**config.mk**
```make
export PLATFORM = sky130hd
export DESIGN_NAME = inst_fetch_unit_flat
export DESIGN_NICKNAME = d
export VERILOG_FILES = /design/src/rtl/inst_fetch_unit_pkg.sv /design/src/rtl/inst_fetch_unit_if.sv /design/src/rtl/inst_fetch_unit_fetch_fifo.sv /design/src/rtl/inst_fetch_unit.sv /design/src/flat_wrapper.sv
export SDC_FILE = /design/constraint.sdc
export NUM_CORES = 1
export LEC_CHECK = 0
export BUFFER_PORTS_ARGS = -buffer_cell sky130_fd_sc_hd__buf_4
export CORE_ASPECT_RATIO = 1.25
export CORE_MARGIN = 1
export CORE_UTILIZATION = 55
export DETAILED_ROUTE_END_ITERATION = 10
export PLACE_DENSITY_LB_ADDON = 0.2
export SETUP_SLACK_MARGIN = 0.02
export SLEW_MARGIN = 20
export SYNTH_ARGS = -nofsm -noshare
export SYNTH_HDL_FRONTEND = slang
export SYNTH_SLANG_ARGS = --single-unit
```
**constraint.sdc**
```tcl
create_clock -name clk -period 5.7 [get_ports clk]
set_input_delay 0.285 -clock clk [delete_from_list [all_inputs] [get_ports clk]]
set_output_delay 0.285 -clock clk [all_outputs]
set_load 0.005 [all_outputs]
```
**src/rtl/inst_fetch_unit_pkg.sv**
```systemverilog
// ---------------------------------------------------------------------------
// inst_fetch_unit_pkg
// Shared constants, the FSM state encoding, the buffered-entry layout and
// small PC helpers used by the instruction fetch unit and its buffer.
// ---------------------------------------------------------------------------
package inst_fetch_unit_pkg;

    // PC loaded on reset unless the instantiating block overrides it.
    localparam logic [31:0] RESET_PC_DEFAULT = 32'h0000_0000;
    // Canonical bubble (addi x0,x0,0), used by a later pipeline stage.
    localparam logic [31:0] INST_NOP         = 32'h0000_0013;

    // Fetch FSM encoding.
    localparam logic [1:0] ST_IDLE = 2'd0;  // nothing outstanding
    localparam logic [1:0] ST_WAIT = 2'd1;  // one request outstanding, keep data
    localparam logic [1:0] ST_DROP = 2'd2;  // one request outstanding, discard data

    // One buffered instruction together with the address it came from.
    typedef struct packed {
        logic [31:0] pc;
        logic [31:0] inst;
    } fetch_entry_t;

    // Clear the byte-offset bits so every fetch address is word aligned.
    function automatic logic [31:0] word_align(input logic [31:0] addr);
        return {addr[31:2], 2'b00};
    endfunction

    // Sequential next PC; wraps naturally from 32'hFFFF_FFFC to 0.
    function automatic logic [31:0] next_pc(input logic [31:0] pc);
        return pc + 32'd4;
    endfunction

endpackage

```
**src/rtl/inst_fetch_unit_if.sv**
```systemverilog
// ---------------------------------------------------------------------------
// inst_fetch_unit_if
// Bundles the instruction-memory port and the decoder port of the fetch unit.
//   imem_req/imem_addr      fetch -> memory  read request, word address
//   imem_ready              memory -> fetch  request accepted this cycle
//   imem_rvalid/imem_rdata  memory -> fetch  returned instruction word
//   inst_valid/inst/inst_pc fetch -> decoder buffered instruction and its PC
//   inst_ready              decoder -> fetch head consumed this cycle
// master = fetch unit side, slave = memory/decoder side.
// ---------------------------------------------------------------------------
interface inst_fetch_unit_if;

    logic        imem_req;
    logic [31:0] imem_addr;
    logic        imem_ready;
    logic        imem_rvalid;
    logic [31:0] imem_rdata;
    logic        inst_valid;
    logic [31:0] inst;
    logic [31:0] inst_pc;
    logic        inst_ready;

    modport master (
        output imem_req, imem_addr, inst_valid, inst, inst_pc,
        input  imem_ready, imem_rvalid, imem_rdata, inst_ready
    );

    modport slave (
        input  imem_req, imem_addr, inst_valid, inst, inst_pc,
        output imem_ready, imem_rvalid, imem_rdata, inst_ready
    );

endinterface

```
**src/rtl/inst_fetch_unit_fetch_fifo.sv**
```systemverilog
// ---------------------------------------------------------------------------
// fetch_fifo
// Small synchronous FIFO holding {pc, inst} entries for the fetch unit.
//   clk, rst   clock, synchronous active-high reset
//   flush_i    empty the buffer; cancels a same-cycle push or pop
//   push_i     write wdata_i (ignored when full)
//   pop_i      drop the head entry (ignored when empty)
//   rdata_o    head entry, read straight from the storage registers
//   full_o, empty_o, count_o  occupancy
// DEPTH must be a power of two so the pointers wrap on their own.
// ---------------------------------------------------------------------------
module fetch_fifo #(
    parameter int WIDTH = 64,
    parameter int DEPTH = 2
) (
    input  logic                       clk,
    input  logic                       rst,
    input  logic                       flush_i,
    input  logic                       push_i,
    input  logic [WIDTH-1:0]           wdata_i,
    input  logic                       pop_i,
    output logic [WIDTH-1:0]           rdata_o,
    output logic                       full_o,
    output logic                       empty_o,
    output logic [$clog2(DEPTH):0]     count_o
);

    localparam int PTR_W = $clog2(DEPTH);
    localparam int CNT_W = PTR_W + 1;

    logic [WIDTH-1:0] mem_q [DEPTH];
    logic [PTR_W-1:0] rd_ptr_q;
    logic [PTR_W-1:0] wr_ptr_q;
    logic [CNT_W-1:0] count_q;
    logic             full_s;
    logic             empty_s;
    logic             do_push_s;
    logic             do_pop_s;

    assign full_s    = (count_q == CNT_W'(DEPTH));
    assign empty_s   = (count_q == {CNT_W{1'b0}});
    assign do_push_s = push_i && !full_s && !flush_i;
    assign do_pop_s  = pop_i && !empty_s && !flush_i;

    assign rdata_o = mem_q[rd_ptr_q];
    assign full_o  = full_s;
    assign empty_o = empty_s;
    assign count_o = count_q;

    // Storage, pointers and occupancy; flush only rewinds the pointers.
    always_ff @(posedge clk) begin
        if (rst) begin
            rd_ptr_q <= {PTR_W{1'b0}};
            wr_ptr_q <= {PTR_W{1'b0}};
            count_q  <= {CNT_W{1'b0}};
            for (int i = 0; i < DEPTH; i++) begin
                mem_q[i] <= {WIDTH{1'b0}};
            end
        end else if (flush_i) begin
            rd_ptr_q <= {PTR_W{1'b0}};
            wr_ptr_q <= {PTR_W{1'b0}};
            count_q  <= {CNT_W{1'b0}};
        end else begin
            if (do_push_s) begin
                mem_q[wr_ptr_q] <= wdata_i;
                wr_ptr_q        <= wr_ptr_q + PTR_W'(1);
            end
            if (do_pop_s) begin
                rd_ptr_q <= rd_ptr_q + PTR_W'(1);
            end
            case ({do_push_s, do_pop_s})
                2'b10:   count_q <= count_q + CNT_W'(1);
                2'b01:   count_q <= count_q - CNT_W'(1);
                default: count_q <= count_q;
            endcase
        end
    end

endmodule

```
**src/rtl/inst_fetch_unit.sv**
```systemverilog
// ---------------------------------------------------------------------------
// inst_fetch_unit
// Fetch stage: holds the PC, issues one word-aligned instruction read at a
// time, buffers returned words with their PCs and hands them to the decoder.
//   clk, rst        clock, synchronous active-high reset
//   redirect_valid  load redirect_pc (low two bits ignored) and flush
//   redirect_pc     new fetch target
//   bus             memory request/response and decoder valid/ready
// Parameters: RESET_PC (PC after reset), FIFO_DEPTH (buffer entries).
// ---------------------------------------------------------------------------
module inst_fetch_unit
    import inst_fetch_unit_pkg::*;
#(
    parameter logic [31:0] RESET_PC   = RESET_PC_DEFAULT,
    parameter int          FIFO_DEPTH = 2
) (
    input  logic                clk,
    input  logic                rst,
    input  logic                redirect_valid,
    input  logic [31:0]         redirect_pc,
    inst_fetch_unit_if.master   bus
);

    localparam int CNT_W = $clog2(FIFO_DEPTH) + 1;

    logic [1:0]       state_q, state_d;
    logic [31:0]      pc_q, pc_d;
    logic [31:0]      req_pc_q, req_pc_d;
    // Set by reset so the bus stays quiet during the first cycle after it.
    logic             rst_hold_q;

    logic [CNT_W-1:0] count_s;
    logic             full_s;
    logic             empty_s;
    logic             imem_req_s;
    logic             accept_s;
    logic             rsp_s;
    logic             push_s;
    logic             pop_s;
    fetch_entry_t     wdata_s;
    fetch_entry_t     head_s;

    // Request only from IDLE and only while a slot is guaranteed for the
    // response, so occupancy plus outstanding never exceeds the depth.
    assign imem_req_s = (state_q == ST_IDLE) && (count_s < CNT_W'(FIFO_DEPTH)) && !rst_hold_q;
    assign accept_s   = imem_req_s && bus.imem_ready;
    assign rsp_s      = (state_q == ST_WAIT) && bus.imem_rvalid;
    assign push_s     = rsp_s && !full_s;
    assign pop_s      = !empty_s && bus.inst_ready;
    assign wdata_s    = '{pc: req_pc_q, inst: bus.imem_rdata};

    // FSM next state and PC; redirect overrides the sequential PC.
    always_comb begin
        state_d  = state_q;
        req_pc_d = req_pc_q;
        case (state_q)
            ST_IDLE: begin
                if (accept_s) begin
                    // An accepted request cannot be recalled; drop its data.
                    state_d  = redirect_valid ? ST_DROP : ST_WAIT;
                    req_pc_d = pc_q;
                end else begin
                    state_d = ST_IDLE;
                end
            end
            ST_WAIT: begin
                if (bus.imem_rvalid) begin
                    state_d = ST_IDLE;
                end else if (redirect_valid) begin
                    state_d = ST_DROP;
                end else begin
                    state_d = ST_WAIT;
                end
            end
            ST_DROP: begin
                if (bus.imem_rvalid) begin
                    state_d = ST_IDLE;
                end else begin
                    state_d = ST_DROP;
                end
            end
            default: begin
                state_d = ST_IDLE;
            end
        endcase

        if (redirect_valid) begin
            pc_d = word_align(redirect_pc);
        end else if (accept_s) begin
            pc_d = next_pc(pc_q);
        end else begin
            pc_d = pc_q;
        end
    end

    // FSM, PC and request-PC registers.
    always_ff @(posedge clk) begin
        if (rst) begin
            state_q    <= ST_IDLE;
            pc_q       <= RESET_PC;
            req_pc_q   <= 32'h0000_0000;
            rst_hold_q <= 1'b1;
        end else begin
            state_q    <= state_d;
            pc_q       <= pc_d;
            req_pc_q   <= req_pc_d;
            rst_hold_q <= 1'b0;
        end
    end

    // A redirect flushes the buffer, which also cancels the response push
    // that WAIT+rvalid would otherwise produce in that cycle.
    fetch_fifo #(
        .WIDTH (64),
        .DEPTH (FIFO_DEPTH)
    ) u_fifo (
        .clk     (clk),
        .rst     (rst),
        .flush_i (redirect_valid),
        .push_i  (push_s),
        .wdata_i (wdata_s),
        .pop_i   (pop_s),
        .rdata_o (head_s),
        .full_o  (full_s),
        .empty_o (empty_s),
        .count_o (count_s)
    );

    assign bus.imem_req   = imem_req_s;
    assign bus.imem_addr  = pc_q;
    assign bus.inst_valid = !empty_s;
    assign bus.inst       = head_s.inst;
    assign bus.inst_pc    = head_s.pc;

endmodule

```
**src/flat_wrapper.sv**
```systemverilog
// flat-port wrapper written by rule: the top's interface ports become plain ports
module inst_fetch_unit_flat import inst_fetch_unit_pkg::*;
#(
    parameter logic [31:0] RESET_PC   = RESET_PC_DEFAULT,
    parameter int          FIFO_DEPTH = 2
)
  (clk, rst, redirect_valid, redirect_pc, bus_imem_req, bus_imem_addr, bus_inst_valid, bus_inst, bus_inst_pc, bus_imem_ready, bus_imem_rvalid, bus_imem_rdata, bus_inst_ready);
  inst_fetch_unit_if bus_i ();
  input  logic clk;
  input  logic rst;
  input  logic redirect_valid;
  input  logic [31:0] redirect_pc;
  output wire logic [$bits(bus_i.imem_req)-1:0] bus_imem_req;
  output wire logic [$bits(bus_i.imem_addr)-1:0] bus_imem_addr;
  output wire logic [$bits(bus_i.inst_valid)-1:0] bus_inst_valid;
  output wire logic [$bits(bus_i.inst)-1:0] bus_inst;
  output wire logic [$bits(bus_i.inst_pc)-1:0] bus_inst_pc;
  input wire logic [$bits(bus_i.imem_ready)-1:0] bus_imem_ready;
  input wire logic [$bits(bus_i.imem_rvalid)-1:0] bus_imem_rvalid;
  input wire logic [$bits(bus_i.imem_rdata)-1:0] bus_imem_rdata;
  input wire logic [$bits(bus_i.inst_ready)-1:0] bus_inst_ready;
  assign bus_imem_req = bus_i.imem_req;
  assign bus_imem_addr = bus_i.imem_addr;
  assign bus_inst_valid = bus_i.inst_valid;
  assign bus_inst = bus_i.inst;
  assign bus_inst_pc = bus_i.inst_pc;
  assign bus_i.imem_ready = bus_imem_ready;
  assign bus_i.imem_rvalid = bus_imem_rvalid;
  assign bus_i.imem_rdata = bus_imem_rdata;
  assign bus_i.inst_ready = bus_inst_ready;
  inst_fetch_unit #(.RESET_PC(RESET_PC), .FIFO_DEPTH(FIFO_DEPTH)) u_core (.clk(clk), .rst(rst), .redirect_valid(redirect_valid), .redirect_pc(redirect_pc), .bus(bus_i));
endmodule
```
==> run metrics <==
status finished, final reports clean; DRT iter0 DRCs approximately 350; Filler cells between 1000 and 1500; WHS Path Cells 3; WL final roughly 18000 um; CP Buf/Inv Count 1; XOR/XNOR share of the synthesized area 0.0103; WHS roughly 0.11 ns; post-DR wirelength/cell between 15 and 20 um; CP cell instances nor4bb_1 -> o21ai_1 -> o21bai_4 -> buf_4; post-route ant nets 0; Mapped Area ~0.0085 mm2; starting density of the core 0.565; area delta synth->final 21.9%; Yosys reg bits ~190; PD cells ~280 mW/mm2; R2R cell count 4; fin crit share 0.482; Slew @ Worst Pin around 1 ns; Hold WC Path Type in -> reg; num ports between 150 and 200; sequential area share after synthesis 0.597; Sink Count between 150 and 200; die area 0.0160 mm2; R2R Setup Slk just under 3 ns; final-report setup violation count 0; total grt overflow 0; first-pass GRT wire length a little under 30000 um; Synth Warn # 0; Synth Area in Simple Gates 0.203; GP Congestion around 0.83; Placement Setup Slack ~2.8 ns; vias per cell 5.53; slowest CP cell o21bai_4; # rows 50; Setup Buffers After CTS 0; Leak 0.00400 uW; share of cells above drive strength 1 0.306; post-cts sizing count 0; WP depth 4; Syn Inst Count between 700 and 800; Mapped Avg Cell Area 11.5 um2; Worst-path clk slew approximately 0.070 ns; Root Buffer Master clkbuf_16; Worst Hold Launch redirect_pc[29]; initial antenna violation count 0; clk_lat worst skew around 0.42 ns; CTS tree built; Slew Viols, Final 0; cts hold-fix bufs 0; reg2reg end u_core.u_fifo.mem_q[0][34]$_SDFFCE_PN0P_; CP delay by family, top compound AO/OA/AOI/OAI gates; Clock Path Buffers 2; die height ~140 um; CP max stage delay about 0.87 ns; # diodes 0; Hold Path End u_core.bus.imem_addr[29]$_SDFFE_PP0P_; DR vias 6073; Peak VDD IR 198 uV; CTS Buf Count 17; remaining design rule violation count 0; compound-cell area share of the yosys netlist 0.0709; Placeable Area 0.0151 mm2; largest family of logic cells by synthesized area simple AND/OR/NAND/NOR gates; Post-synth EDFFs 124; CP endpoint kind flop; final worst-path setup slack around 3.0 ns; RSZ-0062 raised after global routing no; NumNets Final 950; H-tree lvl count 4; data required time at the worst endpoint ~5.8 ns; final worst path period need about 2.7 ns; Synth Area in Adders 0.00294; crit path max fanout 32; mux share of post-synthesis cell area 0.0820; worst r2r src u_core.state_q[0]$_SDFF_PP0_; Hold Fails Final Rpt 0; Clock Skews about 0.011 ns; Synth Flop Type edfxtp_1; count of input and output buffers 161; 1st-pass router iterations 5; maximum clock rate between 300 and 400 MHz; critical path data arrival time around 2.8 ns; Die Span X roughly 110 um; largest net degree at the start of global routing 76; Distinct cells, synth 45; vias in the first global route between 5000 and 6000; DPL Wire Length roughly 12000 um; Max-Cap Viols 0; Post-Route Setup TNS 0 ns; Util after Layout 0.689; CP Launch Type flop; relative max-transition margin 0.333; CP Class reg -> reg; ys async rst share 0; All-Layer GR Usage 0.233
synthesized netlist by cell type, types with 3 or more instances:
library cell / instances / share of area
xnor2_1: 6 / 0.0062
or4_1: 10 / 0.0088
nor3_1: 5 / 0.0029
nor2_1: 34 / 0.015
buf_4: 4 / 0.0035
dfxtp_1: 68 / 0.16
o31a_1: 6 / 0.0062
nor3b_1: 6 / 0.0053
a21oi_1: 36 / 0.021
buf_6: 4 / 0.0053
o21ai_0: 16 / 0.0094
o31ai_1: 6 / 0.0053
nand2_1: 73 / 0.032
mux2_2: 62 / 0.082
and3_1: 3 / 0.0022
xor2_1: 4 / 0.0041
o21bai_1: 3 / 0.0026
nor4_1: 4 / 0.0029
a22oi_1: 5 / 0.0044
clkbuf_1: 42 / 0.019
nand3_1: 17 / 0.010
and2_1: 125 / 0.092
inv_1: 10 / 0.0044
edfxtp_1: 124 / 0.44
a211oi_1: 6 / 0.0053
or3_1: 12 / 0.0088
and4_1: 5 / 0.0051
nand4_1: 11 / 0.0081
a311oi_1: 13 / 0.013
state kept, by name, summed over array words and instances (netlist names), named ones only:
name and count:
u_core.state_q 2, u_core.req_pc_q 30, u_core.u_fifo.wr_ptr_q 1, u_core.u_fifo.mem_q 124, u_core.u_fifo.count_o 2, u_core.rst_hold_q 1, u_core.u_fifo.rd_ptr_q 1, u_core.bus.imem_addr 30
worst reg2reg max path, delay by kind of cell, from the launching register on:
kind | cells | cell delay (ns)
compound gates | 2 | 1.18
buf+inv | 1 | 0.55
flops | 1 | 0.36
simple gates | 1 | 0.30
layout by cell type, fill, tap and decap left out, types with 5 or more instances in the layout:
cell and instances:
o31a_1 6, and2_1 125, mux2_2 62, a211oi_1 6
inv_1 10, nand2_1 73, nor3b_1 6, clkbuf_16 17
edfxtp_1 124, dfxtp_1 67, nor2_1 33, nand4_1 11
nand3_1 17, and4_1 5, or4_1 10, or3_1 12
clkinvlp_4 5, xnor2_1 6, a21oi_1 36, o31ai_1 6
a311oi_1 13, a22oi_1 5, o21ai_0 16, buf_4 168
worst max-delay path by stage:
stage,start,to,slack [ns]
after floorplan,redirect_valid,u_core.u_fifo.mem_q[0][0]$_SDFFCE_PN0P_,1.45
after global placement,redirect_valid,u_core.u_fifo.mem_q[0][8]$_SDFFCE_PN0P_,2.80
after detailed placement,redirect_valid,u_core.u_fifo.mem_q[0][2]$_SDFFCE_PN0P_,2.75
after CTS,u_core.state_q[0]$_SDFF_PP0_,u_core.u_fifo.mem_q[0][34]$_SDFFCE_PN0P_,2.92
after global routing,u_core.state_q[0]$_SDFF_PP0_,u_core.u_fifo.mem_q[0][36]$_SDFFCE_PN0P_,2.74
final,u_core.state_q[0]$_SDFF_PP0_,u_core.u_fifo.mem_q[0][34]$_SDFFCE_PN0P_,2.96
stage by stage:
stage	instances	power, uW	instance area (um2)
detailed placement	1067	1820	9840
floorplan	742	1700	8530
finish	1099	2870	10400
global placement	1067	1810	9840
global route	1099	2960	10400
CTS	1099	2890	10400
routing by layer:
layer / global-route usage / vias up / wire, um
li1: - / 2923 / -
met1: 0.279 / 2938 / 7830
met2: 0.423 / 193 / 9560
met3: 0.0451 / 19 / 835
met4: 0.0686 / 0 / 223
met5: 0 / - / 0
cell families (layout without fill, tap and decap cells):
| logic type | after synthesis | count (layout) |
|---|---|---|
| XOR/XNOR | 10 | 10 |
| AND/OR/NAND/NOR | 314 | 314 |
| adder cells (fa/ha/maj) | 2 | 2 |
| multiplexers | 62 | 62 |
| AO/OA/AOI/OAI | 95 | 95 |
| flip-flops | 192 | 192 |
| other | 1 | 4 |
| buffers and inverters | 63 | 212 |
power by group:
group	switching [uW]	internal [uW]	total, uW
registers	44.0	1530	1570
logic	102	109	212
clock network	517	566	1080
total	664	2210	2870
cell type report:
type / count / area (um2) / area share
multi-input cells: 487 / 3200 / 0.308
flip-flops and latches: 192 / 5090 / 0.490
well taps: 208 / 260 / 0.0251
clock buffers: 19 / 433 / 0.0417
clock inverters: 13 / 105 / 0.0101
inverters: 12 / 45.0 / 0.00434
repair buffers: 168 / 1260 / 0.121
(Power assumes the default switching activity.)
